## config.mk

```make
export PLATFORM = sky130hd
export DESIGN_NAME = line_buffer_scheduler
export DESIGN_NICKNAME = d
export VERILOG_FILES = /design/src/rtl/line_buffer_scheduler.sv
export SDC_FILE = /design/constraint.sdc
export NUM_CORES = 1
export LEC_CHECK = 0
export ABC_CLOCK_PERIOD_IN_PS = 3100
export CAP_MARGIN = 10
export CORE_ASPECT_RATIO = 0.5
export CORE_MARGIN = 2
export CORE_UTILIZATION = 25
export CTS_CLUSTER_SIZE = 40
export DETAILED_ROUTE_END_ITERATION = 12
export PLACE_DENSITY = 0.42
export SLEW_MARGIN = 20
export SYNTH_ARGS = -nofsm -noshare
export SYNTH_HDL_FRONTEND = slang
export SYNTH_SLANG_ARGS = --single-unit
```

## constraint.sdc

```tcl
create_clock -name i_clk -period 3.1 [get_ports i_clk]
set_clock_uncertainty 0.05 [all_clocks]
set_input_delay 0.62 -clock i_clk [delete_from_list [all_inputs] [get_ports i_clk]]
set_output_delay 0.62 -clock i_clk [all_outputs]
set_load 0.03 [all_outputs]
```

## src/rtl/line_buffer_scheduler.sv

```systemverilog
// line_buffer_scheduler
//
// Sequencing controller for a four-line-buffer 3x3 convolution datapath.
// Incoming pixels are steered into a ring of four line buffers. Once three
// complete lines are resident, one-line read bursts are issued to the three
// oldest buffers, paced by downstream room. At end of frame the ring is
// flushed and a frame pulse is raised.
//
// Parameters:
//   LINE_WIDTH   pixels per line (>= 2)
//   FRAME_LINES  lines per input frame (>= 3)
// Ports:
//   i_clk         clock, all logic on rising edge
//   i_reset       asynchronous active-high reset
//   i_valid       upstream pixel valid
//   o_s_ready     upstream ready (pixel accepted on i_valid && o_s_ready)
//   i_out_ready   downstream can take one convolution result this cycle
//   o_wr_en       one-hot write enable to line buffers 0..3
//   o_wr_slct     index of the buffer being written
//   o_rd_en       read strobe to the active buffers / convolution valid
//   o_rd_slct     oldest active buffer; window is rd_slct, +1, +2 (mod 4)
//   o_line_intr   one-cycle pulse when an output line completes
//   o_frame_done  one-cycle pulse when the last output line of a frame completes
//   o_busy        high while reading/flushing or any line is resident

module line_buffer_scheduler #(
    parameter int LINE_WIDTH  = 512,
    parameter int FRAME_LINES = 512
) (
    input  logic       i_clk,
    input  logic       i_reset,
    input  logic       i_valid,
    output logic       o_s_ready,
    input  logic       i_out_ready,
    output logic [3:0] o_wr_en,
    output logic [1:0] o_wr_slct,
    output logic       o_rd_en,
    output logic [1:0] o_rd_slct,
    output logic       o_line_intr,
    output logic       o_frame_done,
    output logic       o_busy
);

    localparam int PIX_W = $clog2(LINE_WIDTH);
    localparam int IN_W  = $clog2(FRAME_LINES + 1);
    localparam int OUT_W = $clog2(FRAME_LINES - 1);

    localparam logic [PIX_W-1:0] PIX_LAST = PIX_W'(LINE_WIDTH - 1);
    localparam logic [IN_W-1:0]  IN_FULL  = IN_W'(FRAME_LINES);
    localparam logic [OUT_W-1:0] OUT_LAST = OUT_W'(FRAME_LINES - 3);

    typedef enum logic [1:0] {
        IDLE  = 2'd0,
        READ  = 2'd1,
        FLUSH = 2'd2
    } state_t;

    state_t state, state_next;

    logic [PIX_W-1:0] wr_pix;
    logic [1:0]       wr_slct;
    logic [IN_W-1:0]  in_lines;
    logic [2:0]       filled;
    logic [2:0]       filled_next;
    logic [PIX_W-1:0] rd_pix;
    logic [1:0]       rd_slct;
    logic [OUT_W-1:0] out_lines;

    logic accept;
    logic wr_line_done;
    logic rd_line_done;
    logic frame_end;
    logic retire;
    logic busy_next;

    // Write side: stall when the ring is full, the frame's input lines are
    // all in, or the ring is being flushed. Reset also forces ready low so
    // no write strobe escapes while reset is held.
    assign o_s_ready    = !i_reset && (filled != 3'd4) && (in_lines != IN_FULL)
                          && (state != FLUSH);
    assign accept       = i_valid && o_s_ready;
    assign o_wr_en      = accept ? (4'b0001 << wr_slct) : 4'b0000;
    assign wr_line_done = accept && (wr_pix == PIX_LAST);

    assign o_wr_slct = wr_slct;
    assign o_rd_slct = rd_slct;

    // Read FSM next state and read strobe. A read line completes on the
    // strobe at the last pixel; the final output line of the frame goes to
    // FLUSH instead of retiring its buffer.
    always_comb begin
        state_next = state;
        o_rd_en    = 1'b0;
        case (state)
            IDLE: begin
                if (filled >= 3'd3) begin
                    state_next = READ;
                end
            end
            READ: begin
                o_rd_en = i_out_ready;
                if (i_out_ready && (rd_pix == PIX_LAST)) begin
                    state_next = (out_lines == OUT_LAST) ? FLUSH : IDLE;
                end
            end
            FLUSH: begin
                state_next = IDLE;
            end
            default: begin
                state_next = IDLE;
            end
        endcase
    end

    assign rd_line_done = o_rd_en && (rd_pix == PIX_LAST);
    assign frame_end    = rd_line_done && (out_lines == OUT_LAST);
    assign retire       = rd_line_done && !frame_end;

    // Resident line count: a completed write and a retired read in the same
    // cycle cancel out.
    always_comb begin
        filled_next = filled;
        if (state == FLUSH) begin
            filled_next = 3'd0;
        end else if (wr_line_done && !retire) begin
            filled_next = filled + 3'd1;
        end else if (!wr_line_done && retire) begin
            filled_next = filled - 3'd1;
        end
    end

    assign busy_next = (state_next != IDLE) || (filled_next != 3'd0);

    // State, counters and registered pulses. The frame pulse is registered
    // from the last strobe so it lands in the single FLUSH cycle.
    always_ff @(posedge i_clk or posedge i_reset) begin
        if (i_reset) begin
            state        <= IDLE;
            wr_pix       <= '0;
            wr_slct      <= 2'd0;
            in_lines     <= '0;
            filled       <= 3'd0;
            rd_pix       <= '0;
            rd_slct      <= 2'd0;
            out_lines    <= '0;
            o_line_intr  <= 1'b0;
            o_frame_done <= 1'b0;
            o_busy       <= 1'b0;
        end else begin
            state        <= state_next;
            filled       <= filled_next;
            o_busy       <= busy_next;
            o_line_intr  <= rd_line_done;
            o_frame_done <= frame_end;
            if (state == FLUSH) begin
                wr_pix    <= '0;
                wr_slct   <= 2'd0;
                in_lines  <= '0;
                rd_pix    <= '0;
                rd_slct   <= 2'd0;
                out_lines <= '0;
            end else begin
                if (accept) begin
                    if (wr_pix == PIX_LAST) begin
                        wr_pix   <= '0;
                        wr_slct  <= wr_slct + 2'd1;
                        in_lines <= in_lines + IN_W'(1);
                    end else begin
                        wr_pix <= wr_pix + PIX_W'(1);
                    end
                end
                if (o_rd_en) begin
                    if (rd_pix == PIX_LAST) begin
                        rd_pix    <= '0;
                        out_lines <= out_lines + OUT_W'(1);
                        if (!frame_end) begin
                            rd_slct <= rd_slct + 2'd1;
                        end
                    end else begin
                        rd_pix <= rd_pix + PIX_W'(1);
                    end
                end
            end
        end
    end

endmodule
```

==> implementation parameters <==
Parameter                              Value

Run status
  Run status ... completed

Place
  Placed standard-cell area ... 2982 µm²
  IO Port Bufs ... 16
  Final RePlAce weighted congestion ... 0.7614
  HPWL reported at the end of detailed placement ... 3922 µm
  Pre-CTS worst setup slack ... 209.0 ps
  Cell count after placement ... 422

Logic synthesis
  Number of flops mapped to enable cells by yosys ... 0
  Fraction of registers with async set/reset ... 100.0%
  Cell area after technology mapping ... 2684 µm²
  Synth Net Count ... 292
  Synth area leader ... dfrtp_1
  Sequential share of the synthesized area ... 45.69%
  Mean instance size in the synthesized netlist ... 9.867 µm²
  Most instantiated cells after synthesis ... dfrtp_1, nor2_1, nand2_1, ha_1
  Mapped Cells ... 272
  Cell with the most instances after synthesis ... dfrtp_1
  Yosys warning total ... 0
  Seq cells post-synth ... 49
  Count of unique library cells instantiated by Yosys ... 49
  Share of the synthesized area in the top cell type ... 45.69%
  Dominant cells by area after synthesis ... dfrtp_1, ha_1, nor2_1
  Primary flip-flop cell chosen by synthesis mapping ... dfrtp_1

Cells and area
  Register cell area after layout ... 1226 µm²
  Final cell area excluding filler cells ... 3124 µm²
  Final Util ... 30.30%
  Multi-input gate area ... 1350 µm²
  Number of cells in the finished layout apart from fillers ... 430
  Antenna diode count ... 0
  Filler instances ... 1077
  Share of final-layout standard cells stronger than drive strength 1 ... 11.72%
  Relative area change from synthesis to final layout ... 16.41%
  Net count of the finished layout ... 309

Die
  Die width ... 150.5 µm
  IO Pins ... 17
  Area of the die ... 11630 µm²
  Number of placement rows ... 26
  Core region area ... 10310 µm²
  Vertical die dimension ... 77.27 µm
  Initial cell density of the core ... 26.03%

STA
  Max-slew headroom ... 64.06%
  Setup Viol. Count Final ... 0
  Minimum setup slack in the final design ... 226.1 ps
  Number of max-slew violations in the final report ... 0
  Setup TNS Final ... 0 ps
  Final cycle utilization of the critical path ... 92.71%
  Setup repair after global routing missed its margin ... false
  Transition at the pin with the smallest max-transition slack ... 539.1 ps
  Worst hold slack after final layout ... 465.0 ps
  Number of failing hold endpoints at the final stage ... 0
  Minimum clock period after layout ... 2874 ps
  Maximum clock frequency ... 348.0 MHz

Worst hold path
  Hold path start ... state[1]
  Min-Delay Path Class ... reg -> reg

Drt
  Number of vias in the routed layout ... 1936
  Detail Route Antenna Nets ... 0
  Per-cell routed wire length ... 12.81 µm
  DRC violation count after routing ... 0
  Pre-antenna DRT Iters ... 4
  Aggregate routed wire length ... 5510 µm
  Vias per Instance ... 4.502
  Violation count after the first detailed-route iteration ... 75

Global route
  Vias in the first global route ... 1954
  Overall routing resource usage ... 10.35%
  Largest net degree at the start of global routing ... 43
  First-pass GRT wire length ... 9577 µm
  Total congestion overflow ... 0
  Antenna violations before repair ... 0

Critical path
  Cell at the slowest stage of the critical path ... clkdlybuf4s50_1
  Cell-by-cell listing of the critical path ... nor4_2, nand4_2, and3_1, clkdlybuf4s50_1
  Maximum single-stage delay on the critical path ... 600 ps
  Launch point of the worst path ... in_lines[5]
  R2r startpoint ... wr_pix[0]
  Endpoint required time on the critical path ... 2430 ps
  Kind of critical path ... reg -> out
  Top cell family by delay on the critical path ... simple AND/OR/NAND/NOR gates
  Arrival time of data at the critical path endpoint ... 2200 ps
  CP bufs+invs ... 1
  Crit end category ... output port
  Setup crit start kind ... flop
  Critical-path maximum fanout ... 8

Clock tree
  Number of levels the H-tree was split into ... 2
  Number of buffers added to fix hold violations after cts ... 0
  Clk buf depth ... 2
  Count of buffers added by post-CTS timing repair for setup ... 0
  Post-CTS resize count ... 0
  Number of buffers inserted during clock tree synthesis ... 5
  Sinks on the clock net ... 49
  TritonCTS clock tree ... yes
  Clock input transition at the sequential cells of the worst setup and hold paths ... 70 ps
  Clock latency on the worst-skew pair ... 290 ps
  Root Buffer ... clkbuf_16

Power and ir drop
  Power density over cell area ... 462.0 nW/µm²
  Total power after layout ... 1.443 mW
  Maximum vdd drop ... 153.4 µV
  Standby leakage power ... 1.426 nW

Job
  Max-cap viol count ... 0
-- sequential cells by signal (all words and copies together), names as in the netlist --
register	count
wr_pix	9
out_lines	9
in_lines	10
o_frame_done	1
o_rd_slct	2
rd_pix	9
o_line_intr	1
state	2
o_busy	1
filled	3
o_wr_slct	2
-- kinds of logic after synthesis --
family	count (synthesis)	synth area share [%]
compound gates	38	8.858
simple gates	117	24.48
mux	2	0.9323
xor+xnor	26	8.485
buf+inv	24	4.102
flops	49	45.69
fa+ha+maj	16	7.459
-- placed cells by master, fill, tap and decap left out, types with 2 or more instances in the layout --
cell / netlist / final
nor3_1: 5 / 5
and3_1: 11 / 11
nand4_1: 10 / 10
inv_1: 13 / 12
dfrtp_1: 49 / 49
o21ai_0: 9 / 9
xnor2_1: 13 / 13
nor2_1: 35 / 35
buf_4: 1 / 9
clkbuf_16: 0 / 5
o211ai_1: 2 / 2
inv_2: 1 / 2
nand3_1: 13 / 13
or3_1: 5 / 5
and4_1: 3 / 3
xor2_1: 13 / 13
ha_1: 16 / 16
clkinv_2: 0 / 2
nand2_1: 19 / 19
nor3_2: 2 / 2
clkdlybuf4s50_1: 0 / 11
nand4_2: 2 / 2
a21oi_1: 13 / 13
o31ai_1: 3 / 3
-- path summary, 6_finish.rpt --
path / end / slack (ps) / cells past startpoint
setup / recovery: o_s_ready / 230 / 4
hold / removal: state[0] / 460 / 1
setup reg to reg: o_busy / 380 / 10
hold reg to reg: state[0] / 460 / 1
max in group asynchronous: o_line_intr / 1690 / 3
min in group asynchronous: in_lines[4] / 550 / 2
-- power breakdown --
group	total [mW]	switching, mW	internal [mW]
Clock	0.531	0.235	0.296
Sequential	0.764	0.0671	0.696
Combinational	0.148	0.0833	0.0651
-- metal layers --
metal  up-vias  GRT usage (%)  wire (µm)
met3         7          2.738        160
met1       932          13.48       2746
met5         -              0          0
met4         0          3.019         48
met2        17          16.86       2554
li1        980              -          -
-- final cells by class --
| class | instances | area share, % |
|---|---|---|
| clock buffers | 5 | 4.005 |
| clock inverters | 3 | 0.5607 |
| inverters | 14 | 1.682 |
| multi-input cells | 199 | 43.21 |
| flip-flops and latches | 49 | 39.25 |
| well taps | 140 | 5.607 |
| repair buffers | 20 | 5.687 |
-- worst reg2reg max path: cells and delay by family, from the launching register on --
kind | cells | cell delay (ps)
adder cells (fa/ha/maj) | 2 | 530
flip-flops | 1 | 390
multiplexers | 1 | 270
AO/OA/AOI/OAI | 2 | 210
AND/OR/NAND/NOR | 5 | 1200
Power figures use the tool's default switching activity.
